<file path="src/rtl/channel_rr_arbiter_pkg.sv">
// Shared types and helpers for the channel round-robin arbiter.
// rr_next is usable by any arbiter needing a cyclic priority scan.
package channel_arb_pkg;

  typedef enum logic {IDLE = 1'b0, LOCKED = 1'b1} arb_state_t;

  localparam int MAX_M = 16;
  localparam int IDX_W = 4;

  typedef struct packed {
    logic             found;
    logic [IDX_W-1:0] idx;
  } rr_pick_t;

  // Never returns 0 so single-entry vectors still get a 1-bit index.
  function automatic int clog2_safe(input int value);
    return (value <= 2) ? 1 : $clog2(value);
  endfunction

  function automatic rr_pick_t rr_next(input logic [MAX_M-1:0] valid_vec,
                                       input logic [IDX_W-1:0] last,
                                       input int               m);
    rr_pick_t pick;
    int       cand;
    pick = '0;
    for (int k = 1; k <= MAX_M; k++) begin
      cand = int'(last) + k;
      if (cand >= m) cand = cand - m;
      if (k <= m && !pick.found && valid_vec[cand[IDX_W-1:0]]) begin
        pick.found = 1'b1;
        pick.idx   = cand[IDX_W-1:0];
      end
    end
    return pick;
  endfunction

endpackage

</file>
<file path="src/rtl/channel_rr_arbiter_if.sv">
// Valid/data-acknowledge channel, single and M-wide bundle.
interface channel_if #(parameter int N = 8);
  logic [N-1:0] d;
  logic         v;
  logic         a;

  modport master (output d, output v, input a);
  modport slave  (input d, input v, output a);
endinterface

interface channel_array_if #(parameter int N = 8, parameter int M = 4);
  logic [M-1:0][N-1:0] d;
  logic [M-1:0]        v;
  logic [M-1:0]        a;

  modport master (output d, output v, input a);
  modport slave  (input d, input v, output a);
endinterface

</file>
<file path="src/rtl/channel_rr_arbiter_picker.sv">
// Combinational cyclic-priority encoder: first valid input after last_grant.
module rr_priority_picker
  import channel_arb_pkg::*;
#(
  parameter int M = 4
) (
  input  logic [M-1:0]               v,
  input  logic [clog2_safe(M)-1:0]   last_grant,
  output logic [clog2_safe(M)-1:0]   grant,
  output logic                       found
);

  localparam int LW = clog2_safe(M);

  logic [MAX_M-1:0] v_ext;
  rr_pick_t         pick;

  always_comb begin
    v_ext        = '0;
    v_ext[M-1:0] = v;
    pick         = rr_next(v_ext, IDX_W'(last_grant), M);
    grant        = LW'(pick.idx);
    found        = pick.found;
  end

endmodule

</file>
<file path="src/rtl/channel_rr_arbiter.sv">
// M-to-1 round-robin channel arbiter with burst/packet locking and a
// registered output stage that sustains one transfer per cycle.
module channel_rr_arbiter
  import channel_arb_pkg::*;
#(
  parameter int N        = 8,
  parameter int M        = 4,
  parameter int MaxBurst = 2,
  parameter int TailBit  = -1
) (
  input logic            clk,
  input logic            reset,
  channel_array_if.slave in,
  channel_if.master      out
);
  // state  | meaning
  // IDLE   | no lock; grant follows the round-robin scan
  // LOCKED | last_grant owns the output until burst limit or packet tail

  localparam int              LW       = clog2_safe(M);
  localparam int              CW       = clog2_safe(MaxBurst + 1);
  localparam bit              PKT_MODE = (TailBit >= 0);
  localparam int              TAIL_IDX = PKT_MODE ? TailBit : 0;
  localparam logic [CW-1:0]   CT_MAX   = CW'(MaxBurst);
  localparam logic [LW-1:0]   LG_RESET = LW'(M - 1);

  if (MaxBurst < 1) begin : g_chk_burst
    $error("channel_rr_arbiter: MaxBurst must be at least 1");
  end
  if (TailBit < -1 || TailBit >= N) begin : g_chk_tail
    $error("channel_rr_arbiter: TailBit must lie in -1..N-1");
  end
  if (M < 1 || M > MAX_M) begin : g_chk_m
    $error("channel_rr_arbiter: M must lie in 1..16");
  end

  arb_state_t    state, state_nxt;
  logic [LW-1:0] last_grant, last_grant_nxt;
  logic [LW-1:0] pick_grant, grant;
  logic [CW-1:0] burst_ct, burst_ct_nxt, ct_inc;
  logic          pick_found, hold, gvalid, load, xfer, tail, ends_burst;

  rr_priority_picker #(.M(M)) u_picker (
    .v          (in.v),
    .last_grant (last_grant),
    .grant      (pick_grant),
    .found      (pick_found)
  );

  // In burst mode a lock whose owner drops v is abandoned at once;
  // in packet mode it is held so packets stay contiguous.
  always_comb begin
    hold       = (state == LOCKED) && (PKT_MODE || in.v[last_grant]);
    grant      = hold ? last_grant : pick_grant;
    gvalid     = hold ? in.v[last_grant] : pick_found;
    load       = ~out.v | out.a;
    xfer       = load & gvalid & ~reset;
    tail       = PKT_MODE && in.d[grant][TAIL_IDX];
    ct_inc     = hold ? burst_ct + CW'(1) : CW'(1);
    ends_burst = (ct_inc == CT_MAX) || tail;
  end

  always_ff @(posedge clk or posedge reset) begin
    if (reset) begin
      state      <= IDLE;
      last_grant <= LG_RESET;
      burst_ct   <= '0;
    end else begin
      state      <= state_nxt;
      last_grant <= last_grant_nxt;
      burst_ct   <= burst_ct_nxt;
    end
  end

  always_comb begin
    state_nxt      = state;
    last_grant_nxt = last_grant;
    burst_ct_nxt   = burst_ct;
    if (xfer) begin
      last_grant_nxt = grant;
      if (ends_burst) begin
        state_nxt    = IDLE;
        burst_ct_nxt = '0;
      end else begin
        state_nxt    = LOCKED;
        burst_ct_nxt = ct_inc;
      end
    end else if (load && state == LOCKED && !hold) begin
      state_nxt    = IDLE;
      burst_ct_nxt = '0;
    end
  end

  always_comb begin
    in.a = '0;
    if (xfer) in.a[grant] = 1'b1;
  end

  always_ff @(posedge clk or posedge reset) begin
    if (reset) begin
      out.v <= 1'b0;
      out.d <= '0;
    end else if (xfer) begin
      out.v <= 1'b1;
      out.d <= in.d[grant];
    end else if (out.a) begin
      out.v <= 1'b0;
    end
  end

endmodule
</file>
<file path="src/flat_wrapper.sv">
// flat-port wrapper written by rule: the top's interface ports become plain ports
module channel_rr_arbiter_flat import channel_arb_pkg::*;
#(
  parameter int N        = 8,
  parameter int M        = 4,
  parameter int MaxBurst = 2,
  parameter int TailBit  = -1
)
  (clk, reset, in_d, in_v, in_a, out_d, out_v, out_a);
  channel_array_if #(.N(N), .M(M)) in_i ();
  channel_if #(.N(N)) out_i ();
  input logic clk;
  input logic reset;
  input wire logic [$bits(in_i.d)-1:0] in_d;
  input wire logic [$bits(in_i.v)-1:0] in_v;
  output wire logic [$bits(in_i.a)-1:0] in_a;
  output wire logic [$bits(out_i.d)-1:0] out_d;
  output wire logic [$bits(out_i.v)-1:0] out_v;
  input wire logic [$bits(out_i.a)-1:0] out_a;
  assign in_i.d = in_d;
  assign in_i.v = in_v;
  assign in_a = in_i.a;
  assign out_d = out_i.d;
  assign out_v = out_i.v;
  assign out_i.a = out_a;
  channel_rr_arbiter #(.N(N), .M(M), .MaxBurst(MaxBurst), .TailBit(TailBit)) u_core (.clk(clk), .reset(reset), .in(in_i), .out(out_i));
endmodule
</file>
<file path="config.mk">
export PLATFORM = sky130hd
export DESIGN_NAME = channel_rr_arbiter_flat
export DESIGN_NICKNAME = d
export VERILOG_FILES = /design/src/rtl/channel_rr_arbiter_pkg.sv /design/src/rtl/channel_rr_arbiter_if.sv /design/src/rtl/channel_rr_arbiter_picker.sv /design/src/rtl/channel_rr_arbiter.sv /design/src/flat_wrapper.sv
export SDC_FILE = /design/constraint.sdc
export NUM_CORES = 1
export LEC_CHECK = 0
export BUFFER_PORTS_ARGS = -buffer_cell sky130_fd_sc_hd__clkbuf_2
export CAP_MARGIN = 20
export CORE_MARGIN = 2
export CORE_UTILIZATION = 52
export CTS_BUF_LIST = sky130_fd_sc_hd__clkbuf_2
export DETAILED_ROUTE_END_ITERATION = 10
export PLACE_DENSITY = 0.94
export SLEW_MARGIN = 20
export SYNTH_ARGS = -nofsm -noshare
export SYNTH_HDL_FRONTEND = slang
export SYNTH_SLANG_ARGS = --single-unit
</file>
<file path="constraint.sdc">
create_clock -name clk -period 4.85 [get_ports clk]
set_input_delay 0.7275 -clock clk [delete_from_list [all_inputs] [get_ports clk]]
set_output_delay 0.7275 -clock clk [all_outputs]
set_load 0.05 [all_outputs]
</file>
[After elaboration in Yosys (flattened, before gate mapping)]
Index checks and enable logic that the tools add are counted.
Storage, ports and cells
  bits in writable memories: 0
  bits in read-only memories: 0
  output and inout bits: 13
  word-level logic and storage cells: 78
  input port bits: 39
  latch bits: 0
  flip-flop bits (word level): 14
  memories kept: 0
Cells by class
  reduce and logical (&&, ||, !) cells: 13
  muxes and demuxes: 34
  $add $sub $neg: 9
  shift operators: 0
  bitwise logic cells: 5
  eq/ne operators: 1
  magnitude comparators: 11
  div/mod/pow operators: 0
  multipliers: 0
Operators by type and width (count)
  32-bit by 4-bit >= comparator with 1-bit output, second input constant: 1
  4-bit by 5-bit < comparator with 1-bit output, second input constant: 4
  4-bit 2-to-1 mux: 5
  5-bit 2-to-1 mux: 4
  1-bit binary-select mux with 4-bit select: 4
  8-bit binary-select mux with 2-bit select: 1
  1-bit 2-to-1 mux: 12
  3-bit by 3-bit subtractor with 4-bit output, second input constant: 3
  2-bit 2-to-1 mux: 5
  8-bit 2-to-1 mux: 1
  1-bit logical AND: 7
  2-bit by 2-bit adder with 3-bit output, second input constant: 2
  3-bit >= comparator, second input constant: 2
  2-bit by 3-bit < comparator with 1-bit output, second input constant: 2
  2-bit by 3-bit adder with 4-bit output, second input constant: 1
  4-bit by 3-bit >= comparator with 1-bit output, second input constant: 1
  1-bit zero test: 4
  2-bit nonzero test: 2
  4-bit by 3-bit subtractor with 4-bit output, second input constant: 1
  2-bit by 1-bit adder with 3-bit output, second input constant: 1
  2-bit by 1-bit adder with 2-bit output, second input constant: 1
  1-bit AND: 2
  1-bit binary-select mux with 2-bit select: 1
  1-bit demux with 2-bit select: 1
  4 further kinds: 5

[Depth between registers and ports, before layout]
  depth after elaboration: 21
  depth in mapped cells: 11
  mapped depth without buffers: 9

[Cells and area by module]
From an unflattened synthesis, not the netlist that was laid out.
Unflattened totals
  cells, all modules: 155
  area total of the unflattened synthesis: 1408.9 um2
By module, submodules not included
  channel_rr_arbiter: seq. area each 352.8 um2, times used 1, cells each 119, area each 1084.8 um2
  rr_priority_picker: seq. area each 0.0 um2, times used 1, cells each 36, area each 324.1 um2

[Worst setup path after synthesis]
Ideal clock, no wire load.
  path kind: reg-to-output
  start point: reg u_core.last_grant[0]
  end point: out in_a[2]
  setup slack: 0.847 ns
  required time: 4.123 ns
  stages on the path, launching flop included: 10
  path buffers: 2
  arrival: 3.275 ns
  path through: dfstp_2 > buf_6 > inv_1 > ha_1 > nor3b_1 > nor4_1 > a21oi_1 > nand2_1 > clkbuf_1 > nor3_1
On the way
  word-level cells in the longest chain between the ends: 21
  elaborated cells between the ends (all ways): 47
  those cells by class: add/sub (8); order compare (6); mux (23); bitwise (2); reduce/logical (8)
RTL lines
  start, declared: line channel_rr_arbiter.sv:38  | logic [LW-1:0] last_grant, last_grant_nxt;
  start signal, assigned: line channel_rr_arbiter.sv:70  | last_grant <= last_grant_nxt;
  2-bit by 1-bit adder with 3-bit output: line channel_rr_arbiter_pkg.sv:27  | cand = int'(last) + k;
  32-bit by 4-bit >= comparator with 1-bit output or 3-bit by 3-bit subtractor with 4-bit output (tied branches): line channel_rr_arbiter_pkg.sv:28  | if (cand >= m) cand = cand - m;
  4-bit 2-to-1 mux: line channel_rr_arbiter_pkg.sv:28
  1-bit binary-select mux with 4-bit select: line channel_rr_arbiter_pkg.sv:29  | if (k <= m && !pick.found && valid_vec[cand[IDX_W-1:0]]) begin
  1-bit 2-to-1 mux (implied by the code): line channel_rr_arbiter_pkg.sv:29
  5-bit 2-to-1 mux: line channel_rr_arbiter_pkg.sv:29
  1-bit zero test: line channel_rr_arbiter_pkg.sv:29
  1-bit logical AND: line channel_rr_arbiter_pkg.sv:29
  [5 not listed]
  1-bit logical AND: line channel_rr_arbiter_pkg.sv:29
  5-bit 2-to-1 mux: line channel_rr_arbiter_pkg.sv:29
  2-bit 2-to-1 mux: line channel_rr_arbiter.sv:54  | grant = hold ? last_grant : pick_grant;
  2-bit by 3-bit < comparator with 1-bit output (implied by the code) or 2-bit by 1-bit >= comparator with 1-bit output (tied branches): line channel_rr_arbiter.sv:96  | if (xfer) in.a[grant] = 1'b1;
  1-bit logical AND (implied by the code): line channel_rr_arbiter.sv:96
  1-bit 2-to-1 mux (implied by the code): line channel_rr_arbiter.sv:96
  1-bit demux with 2-bit select
  4-bit 2-to-1 mux (*): line channel_rr_arbiter.sv:96
  end, declared: line flat_wrapper.sv:16  | output wire logic [$bits(in_i.a)-1:0] in_a;
Every way passes the cells marked *; elsewhere a longest branch is shown, timed or not. The select of a mux whose other input is x is not followed.

[Worst setup path in the final report]
  start point: reg u_core.last_grant[0]
  end point: out in_a[0]
The elaborated chain is that of the path after synthesis.

==> results <==
- The run finished with clean final reports.
- The count of endpoints failing hold in the final timing report is 0.
- The number of global-route vias before repair came to about 1.2k.
- The total of max-cap violations is 0.
- The number of resized instances in the post-cts repair step is 0.
- From synthesis to final layout, the design area changed by 24.4%.
- The final core utilization is roughly 67%.
- Measured along the x axis, the die boundary spans 51.1 um.
- For this design, the slowest cell found on the critical path is dfstp_2.
- The combinational cell fraction of total power is between 70% and 80%.
- The critical path arrival is ~3.8 ns.
- The tree is rooted in a clkbuf_2.
- The initial cell density of the core is a little over half.
- Net switching is between 50 and 60% of the power.
- In this run the biggest area consumer among cell types represents between 20% and 30% of the synthesized area.
- The worst max-slew margin expressed relative to the limit is approximately half.
- The endpoint of the most critical register-to-register path is u_core.out.d[3].
- The number of CTS-inserted buffers is 3.
- The post-CTS setup-driven buffer insertion count is 0.
- The clock share of power is roughly 4.6%.
- TritonCTS built the clock tree.
- The critical path required time is 4.12 ns.
- Summed over all nets, wire length on met2 after detailed routing comes to about 1600 um.
- The number of clock sinks is 14.
- The antenna violation net count after detailed routing is 0.
- The worst setup path is captured at a primary output.
- The summed negative setup slack over all endpoints is 0 ns.
- The number of antenna violations at the first check in global routing came to 0.
- In the routed design, unresolved DRC markers number 0.
- After the first detailed-routing iteration, the DRC count stood at between 60 and 70.
- The type of the most critical hold path is primary input to asynchronous set/reset pin.
- Across the routed clock network, the largest skew measured is about 0.01 ns.
- The number of pins with negative max-slew slack in the final report came to 0.
- The number of hold buffers added after CTS is 0.
- The worst setup path is launched from a flop.
- The launch point of the worst reg-to-reg path is u_core.last_grant[0].
- Setup violations remaining at the end of the flow were counted as 0.
- The total routed wirelength is around 2900 um.
- Traced cell by cell, the critical path runs through inv_1 > ha_1 > nor3b_1 > nor4_1 > a21oi_1 > nand2_1 > nor2_1 > and2_1 > clkbuf_2.
- Summed over all cells, the static leakage comes to around 0.79 nW.
- Timing would allow up to around 220 MHz.
- The overall die height is between 50 and 60 um.
- The detailed route wirelength on metal3 is roughly 220 um.
- The net count of the finished layout is about 220.
- Measured in cells, the most critical reg-to-reg path has a length of 9.
- The number of primary I/O pins is 52.
- The wire length of the first global-routing pass is between 4000 and 5000 um.
- Ranked by total cell area, the synthesized netlist is headed by dfrtp_1 (26%), mux2i_1 (16%), a222oi_1 (6.9%).
- The number of placement rows is 17.
- The core outline area is 2150 sq um.
- The number of vias per cell is between 5 and 6.
- The worst setup slack after layout is approximately 0.37 ns.
- Sequential cells account for 18.5% of the total power.
- The unique cell type count in the Yosys netlist is 38.
- Port buffering added 51 buffers.
- In the final routed layout, each cell accounts on average for roughly 15 um.
- The top flip-flop cell by instance count after synthesis is dfrtp_1.
- Setup slack on the worst reg-to-reg path comes out at between 1 and 1.5 ns.
- The share of the Yosys chip area taken by registers is a little over 30%.
- Final hold analysis gives a worst-case slack of 0.475 ns.
- For this block, the via count after detailed routing is around 1.2k.
- The worst-skew pair later-pin latency is ~0.3 ns.
- In this run the power density over the cells is 896 nW/um^2.
- The final RePlAce weighted congestion is between 0.8 and 0.9.
- The count of TritonRoute iterations in the first routing pass is 7.
- The die covers around 2600 sq um.
- After routing the design area is approximately 1400 sq um.
- The commonest cells after synthesis are mux2i_1 (18), dfrtp_1 (12), inv_1 (12), a222oi_1 (8), nand2_1 (7).
- The time the final worst path needs with I/O delays and setup is 4.48 ns.
- The number of standard cells after synthesis is 120.
- VDD sags by at most ~600 uV.
- Counting flops and latches in the post-synthesis netlist gives 14.
- The number of antenna diodes in the final layout is 0.
- The internal power of the cells totals between 0.5 and 0.6 mW.
- Of all nets on the critical path, the largest fanout is 15.
- The number of H-tree branching levels is 1.
- No sink is reached through more buffers than the 2 on the longest clock path.
- Setup repair after global routing left no endpoint under its margin.
- For this run, the number of Yosys warnings is 0.
- Among all cell types in the netlist, the one instantiated most often is mux2i_1.
- The average instance in the mapped netlist occupies roughly 9.6 sq um.
- Yosys mapped a number of flops with a built-in enable equal to 0.
- After global routing the overflow that remains totals 0.
- After detailed routing, no signal wire sits above met4.
- The global routing usage summed across all routing layers is about a quarter.
- The post-CTS clock slew at the launch and capture registers of the worst setup and hold paths is around 0.14 ns.
- After detailed placement, the total cell area comes to roughly 1400 sq um.
- For the pin with the worst max-slew slack, the measured transition is between 0.7 and 0.8 ns.
- The analysis attributes to net switching a power of about 0.70 mW.
- The synthesized design spends more area on one cell type than any other, namely dfrtp_1.
- The worst setup slack before clock tree synthesis is roughly 0.66 ns.
- The synthesized netlist occupies a cell area of roughly 1200 sq um.
- The category of the critical setup timing path is flop to primary output.
- The post-route netlist has roughly two fifths of its cells at a drive strength greater than 1.
- Of the available clock period, the critical path in the final layout requires between 90% and 100%.
- The async set-or-reset flop fraction in the synthesized netlist is 100%.
- In this design, the stage delay of the slowest critical-path cell is 0.71 ns.
- After detailed routing, the wire length on met1 is 1090 um.
- Detailed placement ended at an HPWL of between 2000 and 2500 um.
- The pin count of the biggest net entering global routing is 16.
- Counting every net in the synthesized netlist gives ~160.
==> power groups by stage <==
| stage | Combinational [mW] | Clock [mW] | Sequential [mW] |
|---|---|---|---|
| after floorplan | 0.718 | 0 | 0.341 |
| after global placement | 0.940 | 0 | 0.234 |
| after detailed placement | 0.979 | 0 | 0.240 |
| after CTS | 0.985 | 0.0571 | 0.237 |
| after global routing | 1.07 | 0.0631 | 0.247 |
| final | 0.989 | 0.0589 | 0.238 |
==> layer usage <==
layer  vias up  global-route usage (%)
met5         -                       0
met4         0                    14.4
met3        11                    2.92
met2        73                    46.3
met1       549                    27.3
li1        547                       -
==> final cells by class <==
cell class              instances  area [sq um]
well taps                      28          35.0
clock buffers                   3          15.0
clock inverters                 1          3.75
fillers                       167           714
repair buffers                 52           263
multi-input cells              89           719
flip-flops and latches         14           353
inverters                      12          45.0
==> placed cells by master, fill, tap and decap left out, drive strengths merged, types with 3 or more instances in the layout <==
cell	netlist	layout
a22oi	3	3
ha	5	5
o21ai	6	6
dfrtp	12	12
mux2	4	4
and2	3	3
inv	12	12
mux2i	18	18
a21oi	3	3
nand2	7	7
clkbuf	3	54
a222oi	8	8
nor2b	3	3
nor2	6	6
==> how the worst max path moves through the flow <==
| stage | cells after the start | endpoint | slack (ns) | start |
|---|---|---|---|---|
| 2_1_floorplan | 9 | in_a[2] | 0.85 | u_core.last_grant[0] |
| 3_3_place_gp | 9 | in_a[3] | 0.87 | u_core.last_grant[0] |
| 3_5_place_dp | 9 | in_a[3] | 0.66 | u_core.last_grant[0] |
| 4_1_cts | 9 | in_a[3] | 0.29 | u_core.last_grant[0] |
| 5_1_grt | 9 | in_a[0] | 0.10 | u_core.last_grant[0] |
| 6_report | 9 | in_a[0] | 0.37 | u_core.last_grant[0] |
==> kinds of logic after synthesis <==
group	Yosys count	share of synthesized area, %
adder cells (fa/ha/maj)	5	5.43
AND/OR/NAND/NOR	28	12.6
AO/OA/AOI/OAI	34	23.7
flip-flops	14	30.6
multiplexers	22	20.5
buffers and inverters	17	7.17
==> metrics by stage <==
step / power, mW / instances
after global routing: 1.38 / 199
after detailed placement: 1.22 / 195
final: 1.29 / 199
after global placement: 1.17 / 195
after floorplan: 1.06 / 120
after CTS: 1.28 / 199
==> critical path, delay by kind of cell (launching register included) <==
kind	cells	cell delay [ns]
buffers and inverters	2	0.37
DFF	1	0.71
adders and majority gates	1	0.36
and+or+nand+nor	5	1.75
AOI/OAI and AO/OA	1	0.26
==> sequential cells by signal, indices dropped and copies added (netlist names) <==
signal / flops
u_core.burst_ct: 2
u_core.last_grant: 2
u_core.state: 1
u_core.out.d: 8
u_core.out.v: 1
(Power assumes the default switching activity.)
